[src/rtl/pp_input_conditioner.sv]
// Input conditioning for the ping-pong counter: synchronizes and debounces the
// board controls, divides clk into a count tick and drives the counter's inputs.
module pp_input_conditioner #(
   parameter int TICK_DIV    = 16777216,
   parameter int DB_LEN      = 4,
   parameter int STARTUP_LEN = 4
) (
   input  logic       clk,
   input  logic       rst,
   input  logic       btn_flip,
   input  logic       btn_reset,
   input  logic       sw_enable,
   input  logic [3:0] sw_max,
   input  logic [3:0] sw_min,
   output logic       enable,
   output logic       flip,
   output logic       cnt_rst_n,
   output logic [3:0] max,
   output logic [3:0] min
);

   localparam int TICK_W = $clog2(TICK_DIV);
   localparam int ST_W   = $clog2(STARTUP_LEN);

   // Bit order of the debounced controls: 0 = flip, 1 = reset, 2 = enable.
   localparam int B_FLIP = 0;
   localparam int B_RST  = 1;
   localparam int B_EN   = 2;

   logic [2:0]              raw_m, raw_s;
   logic [3:0]              max_m, max_s, min_m, min_s;
   logic [2:0][DB_LEN-1:0]  sh, sh_nxt;
   logic [2:0]              db, db_nxt;
   logic                    db_flip_d;
   logic                    flip_pend;
   logic [ST_W-1:0]         st_cnt;
   logic                    st_done;
   logic                    cnt_rst_q;
   logic [TICK_W-1:0]       tick_cnt;
   logic                    tick;
   logic                    cnt_rst_n_nxt;
   logic                    flip_rise;
   logic                    emit_flip;

   // The debounced level is decided from the shift register's next contents,
   // so a clean edge shows up 2 + DB_LEN cycles after it reaches the pin.
   always_comb begin
      sh_nxt = sh;
      db_nxt = db;
      for (int i = 0; i < 3; i++) begin
         sh_nxt[i] = {sh[i][DB_LEN-2:0], raw_s[i]};
         if (&sh_nxt[i])
            db_nxt[i] = 1'b1;
         else if (~|sh_nxt[i])
            db_nxt[i] = 1'b0;
      end
   end

   assign st_done       = (st_cnt == ST_W'(STARTUP_LEN - 1));
   assign tick          = (tick_cnt == TICK_W'(TICK_DIV - 1));
   assign cnt_rst_n_nxt = st_done & ~db[B_RST];
   assign flip_rise     = db[B_FLIP] & ~db_flip_d;
   assign emit_flip     = tick & db[B_EN] & flip_pend & cnt_rst_n_nxt;

   // NOTE: every register, including the debounce shift registers, is cleared
   // by rst so the block leaves reset in a known state with no stray presses.
   always_ff @(posedge clk or posedge rst) begin
      if (rst) begin
         raw_m     <= '0;
         raw_s     <= '0;
         max_m     <= '0;
         max_s     <= '0;
         min_m     <= '0;
         min_s     <= '0;
         sh        <= '0;
         db        <= '0;
         db_flip_d <= 1'b0;
         flip_pend <= 1'b0;
         st_cnt    <= '0;
         cnt_rst_n <= 1'b0;
         cnt_rst_q <= 1'b0;
         tick_cnt  <= '0;
         enable    <= 1'b0;
         flip      <= 1'b0;
         max       <= '0;
         min       <= '0;
      end else begin
         raw_m     <= {sw_enable, btn_reset, btn_flip};
         raw_s     <= raw_m;
         max_m     <= sw_max;
         max_s     <= max_m;
         min_m     <= sw_min;
         min_s     <= min_m;
         sh        <= sh_nxt;
         db        <= db_nxt;
         db_flip_d <= db[B_FLIP];

         if (!st_done)
            st_cnt <= st_cnt + ST_W'(1);
         cnt_rst_n <= cnt_rst_n_nxt;
         cnt_rst_q <= cnt_rst_n;

         // Tick phase starts on the first cycle the counter is out of reset.
         if (!cnt_rst_n || !cnt_rst_q || tick)
            tick_cnt <= '0;
         else
            tick_cnt <= tick_cnt + TICK_W'(1);

         enable <= tick & db[B_EN] & cnt_rst_n_nxt;
         flip   <= emit_flip;

         if (!cnt_rst_n)
            flip_pend <= 1'b0;
         else if (flip_rise)
            flip_pend <= 1'b1;
         else if (emit_flip)
            flip_pend <= 1'b0;

         if (!cnt_rst_n || tick) begin
            max <= max_s;
            min <= min_s;
         end
      end
   end

endmodule

[config.mk]
export PLATFORM = sky130hd
export DESIGN_NAME = pp_input_conditioner
export DESIGN_NICKNAME = d
export VERILOG_FILES = /design/src/rtl/pp_input_conditioner.sv
export SDC_FILE = /design/constraint.sdc
export NUM_CORES = 1
export LEC_CHECK = 0
export ABC_AREA = 1
export CORE_MARGIN = 2
export CORE_UTILIZATION = 64
export CTS_BUF_LIST = sky130_fd_sc_hd__clkbuf_4 sky130_fd_sc_hd__clkbuf_8
export DETAILED_ROUTE_END_ITERATION = 10
export PLACE_DENSITY = 0.87
export SLEW_MARGIN = 10
export SYNTH_ARGS = -nofsm -noshare
export SYNTH_HDL_FRONTEND = slang
export SYNTH_SLANG_ARGS = --single-unit
[constraint.sdc]
create_clock -name clk -period 5.05 [get_ports clk]
set_input_delay 1.01 -clock clk [delete_from_list [all_inputs] [get_ports clk]]
set_output_delay 1.01 -clock clk [all_outputs]
set_load 0.01 [all_outputs]
======== Word-level counts from Yosys, hierarchy flattened ========
Cells that the tools add are included.
cells by class
  add/subtract/negate cells ............... 2
  equal/unequal tests ..................... 6
  multiplexer cells ....................... 10
  bitwise gates (word level) .............. 8
  reduce and logical (&&, ||, !) cells .... 11
operators with widths
  operator                 number
  $add A24 B1 Y24 const B  1
  $eq A24 B24 Y1 const B   1
  $mux W24                 1
  $reduce_and A4 Y1        3
  $reduce_or A4 Y1         3
  $mux W1                  9
  $and A1 B1 Y1            6
  $ne A2 B2 Y1 const B     3
  $logic_or A1 B1 Y1       3
  $ne A3 B1 Y1 const B     1
  $add A2 B1 Y2 const B    1
  $eq A2 B2 Y1 const B     1
  $logic_not A1 Y1         2
  $not A1 Y1               2
storage, ports and cells
  flip-flop bits (word level) ............. 74
  input port bits ......................... 13
  output and inout bits ................... 11
  word-level logic and storage cells ...... 59

======== Longest topological paths before layout ========
  word-level depth ........................ 7
  depth in mapped cells ................... 9
  depth with buffers taken out ............ 9

======== Worst setup path before layout ========
Ideal clock, no wire load.
  kind .................................... reg2reg
  start ................................... register tick_cnt[0]
  end ..................................... register tick_cnt[11]
  setup time .............................. 0.119 ns
  arrival time ............................ 1.483 ns
  data required time ...................... 4.931 ns
  path slack .............................. 3.449 ns
  cell stages (with the launch flop) ...... 10
  buffers on the path ..................... 1
  period minus slack after synthesis ...... 1.601 ns
  path through ............................ dfrtp_1 ha_1 inv_2 nor2_4 nand2_2 nor2_4 nand2_4 nand3_4 buf_6 nor2_1
between the ends
  longest elaborated chain between the ends .. 3
  elaborated cells between the ends (all ways) .. 4
  classes of those cells .................. add/sub: 1; eq/ne: 1; mux: 1; reduce/logical: 1
ends and longest elaborated chain
  item                                                     RTL line  RTL
  from (decl)                                              39        logic [TICK_W-1:0] tick_cnt;
  from (signal assigned)                                   107       tick_cnt <= tick_cnt + TICK_W'(1);
  branches (longest 2 deep; another with $add A24 B1 Y24)  --
  $mux W24 (*)                                             104       if (!cnt_rst_n || !cnt_rst_q || tick)
Mark *: on every way between the ends.
A chain may end at the register's enable or synchronous reset.

======== Worst setup path after layout ========
  start ................................... register cnt_rst_n
  end ..................................... output cnt_rst_n
RTL lines
  item                    RTL line  RTL
  from (decl)             17        output logic cnt_rst_n,
  from (signal assigned)  100       cnt_rst_n <= cnt_rst_n_nxt;
No word-level cell between the ends.

==> results.toml <==
[outcome]
outcome = "finished clean"

[yosys]
synth_seq_cells = 74
portion_of_synthesized_cell_area_occupied_by_the_leading_cell_type_pct = 64.2
synth.cell_area_sq_um = 2880
synth_fa_ha_area_share_pct = 0.868
synth_mux_area_share_pct = 0
synth_compound_gate_area_share_pct = 1.48
synth_xor_area_share_pct = 4.25
syn_area_per_cell_sq_um = 9.87
synth_nets = 307
yosysUniqueCellTypes = 24
synth_seq_area_share_pct = 64.2
postSynthCellCount = 292
synth_largest_area_cell = "sky130_fd_sc_hd__dfrtp_1"
largest_family_of_logic_cells_by_synthesized_area = "simple AND/OR/NAND/NOR gates"
yosys.area_share.simple_pct = 24.9
yosysWarningCount = 0
netlist_top_cells_area = "sky130_fd_sc_hd__dfrtp_1 (64%), sky130_fd_sc_hd__nand2_1 (10%), sky130_fd_sc_hd__nor2_1 (6.6%), sky130_fd_sc_hd__inv_1 (3.3%), sky130_fd_sc_hd__nand3_1 (2.8%)"

[routing]
detail_route.first_pass.iterations = 4
detail_route.vias_per_cell = 5.25
detail_route.wl_per_cell_um = 13.9
detail_route.iter0.violations = 85
via_count = 2001
ant_nets = 0
drc = 0
totalWireLength_um = 5280

[global_route]
grt_pass1_vias = 2051
track_usage_pct = 24.5
globalRoute.totalOverflow = 0
grt_start_max_net_pins = 43
grt_first_pass_wirelength_um = 9280
grt_antenna_before_repair = 0

[setup_path]
crit_slowest_cell = "sky130_fd_sc_hd__dfrtp_1"
start_kind = "flop"
cp.required_ns = 4.04
critPathCaptureType = "output pin"
critical_path_class = "flop to output pin"
cp_max_fo = 13
crit_family = "flip-flops"
timing.critical_path.depth = 1
critical_path.cell_chain = "clkdlybuf4s50_1"
cp_slowest_stage_delay_ns = 0.67
worst_ep_arrival_time_ns = 1.66
critical_path_buf_inv_count = 1
worstRegToRegCells = 8

[sta]
hold_violations = 0
clock-skew-final_ns = 0.0111
max-slew-margin-rel_pct = 42.7
period_needed_ns = 2.67
worst_slack_ns = 2.38
setup_viol = 0
finalHoldWorstSlack_ns = 0.351
max_freq_mhz = 375
pins_over_their_slew_limit = 0
worst-slew-pin-transition_ns = 0.858
timing.final.crit_share_pct = 52.8
rsz_0062_raised_after_global_routing = "no"
tns_ns = 0

[layout]
finish.cell_count_without_fillers = 381
final_common_cell = "sky130_fd_sc_hd__nand2_1"
final.fill_count = 279
layout_common_cells = "sky130_fd_sc_hd__nand2_1 (77), sky130_fd_sc_hd__dfrtp_1 (74), sky130_fd_sc_hd__nor2_1 (51)"
insertedDiodeCount = 0
area_growth_pct = 18.0
final_layout_size_suffix_gt1_share_pct = 7.90
final_nets = 339

[die]
die_area_sq_um = 5060
die_height_um = 71.1
core_sq_um = 4350
start_util_pct = 66.2
horizontal_die_dimension_um = 71.1
ioPinCount = 24
row_count = 24

[cts]
number_of_hold_buffers_added_after_cts = 0
post_cts_buffers = 0
clockBufferDepth = 2
cts_buffers = 9
worstSkewPairLatency_ns = 0.35
cts.sinks = 74
cts.htree.levels = 3
cts_resized = 0
clock_tree_from_tritoncts = "built"
cts-root-buf = "sky130_fd_sc_hd__clkbuf_8"
worst_setup_hold_path_clk_slew_ns = 0.08

[placed_design]
placement.io_buffers = 23
dp_cells = 365
dpl_worst_slack_ns = 2.53
dp_hpwl_um = 3440
place.gp.congestion = 0.818

[min_path]
min-delay-path-class = "flop to flop"
min_path_cells = 0

[pwr]
p_leak_nw = 1.52
ir_drop_mv = 0.275
cellPowerDensity_nw_per_um2 = 392

[run]
cap_viol_max_count = 0
[through the flow]
| stage | power, mW | instance area, sq um | utilization (%) |
|---|---|---|---|
| 6_report | 1.33 | 3400 | 78.1 |
| 5_1_grt | 1.38 | 3400 | 78.1 |
| 4_1_cts | 1.34 | 3400 | 78.1 |
| 3_5_place_dp | 0.798 | 3160 | 72.6 |
| 3_3_place_gp | 0.792 | 3160 | 72.6 |
| 2_1_floorplan | 0.739 | 2880 | - |
[flip-flops by register name (all words and copies together), names as in the netlist, 3 cells and up]
name      cells
max           4
min_m         4
min_s         4
tick_cnt     24
sh            9
min           4
raw_s         3
max_m         4
raw_m         3
db            3
max_s         4
[worst paths after layout]
path	start	to	slack [ns]
max	cnt_rst_n$_DFF_PP0_	cnt_rst_n	2.38
min	raw_m[2]$_DFF_PP0_	raw_s[2]$_DFF_PP0_	0.35
max reg2reg	tick_cnt[0]$_DFF_PP0_	tick_cnt[16]$_DFF_PP0_	3.12
min reg2reg	raw_m[2]$_DFF_PP0_	raw_s[2]$_DFF_PP0_	0.35
max in group asynchronous	rst	sh[2]$_DFF_PP0_	2.96
min in group asynchronous	rst	tick_cnt[16]$_DFF_PP0_	1.17
[power breakdown]
| part | internal, mW | switching, mW | total [mW] | leakage (nW) |
|---|---|---|---|---|
| sequential | 0.635 | 0.0315 | 0.667 | 0.921 |
| clock | 0.327 | 0.219 | 0.546 | 0.111 |
| combinational | 0.0571 | 0.0620 | 0.119 | 0.489 |
| total | 1.02 | 0.313 | 1.33 | 1.52 |
[metal layers]
layer / routed length (um) / track usage, %
met1: 2150 / 29.3
met2: 2790 / 42.4
met3: 190 / 4.42
met4: 155 / 12.6
met5: 0 / 0
[final cells by class]
cell class / instances / area, sq um / share of cell area, %
Inverter: 26 / 97.6 / 2.87
Timing Repair Buffer: 24 / 238 / 6.99
Clock buffer: 9 / 124 / 3.64
Sequential cell: 74 / 1850 / 54.5
Tap cell: 52 / 65.1 / 1.91
Clock inverter: 7 / 118 / 3.46
Multi-Input combinational cell: 189 / 907 / 26.7
[Yosys cell counts]
library cell	number
sky130_fd_sc_hd__o21ai_0	4
sky130_fd_sc_hd__buf_1	1
sky130_fd_sc_hd__nand3_4	1
sky130_fd_sc_hd__nand2_1	77
sky130_fd_sc_hd__ha_1	2
sky130_fd_sc_hd__nor3_1	3
sky130_fd_sc_hd__and2_1	1
sky130_fd_sc_hd__a21oi_1	3
sky130_fd_sc_hd__nand2_4	1
sky130_fd_sc_hd__nand3b_1	2
sky130_fd_sc_hd__o21bai_1	1
sky130_fd_sc_hd__dfrtp_1	74
sky130_fd_sc_hd__nor2_4	2
sky130_fd_sc_hd__or2_2	1
sky130_fd_sc_hd__nand3_1	16
sky130_fd_sc_hd__nor2_1	51
sky130_fd_sc_hd__buf_6	2
sky130_fd_sc_hd__nor4_1	3
sky130_fd_sc_hd__inv_1	25
sky130_fd_sc_hd__inv_2	1
sky130_fd_sc_hd__xor2_1	5
sky130_fd_sc_hd__nand4_1	5
sky130_fd_sc_hd__xnor2_1	9
sky130_fd_sc_hd__nand2_2	2
[cell families after synthesis]
| group | Yosys count |
|---|---|
| compound gates | 8 |
| buf+inv | 29 |
| xor+xnor | 14 |
| flops | 74 |
| simple gates | 165 |
| fa+ha+maj | 2 |
Note: power is estimated with default switching activity, not from simulation.
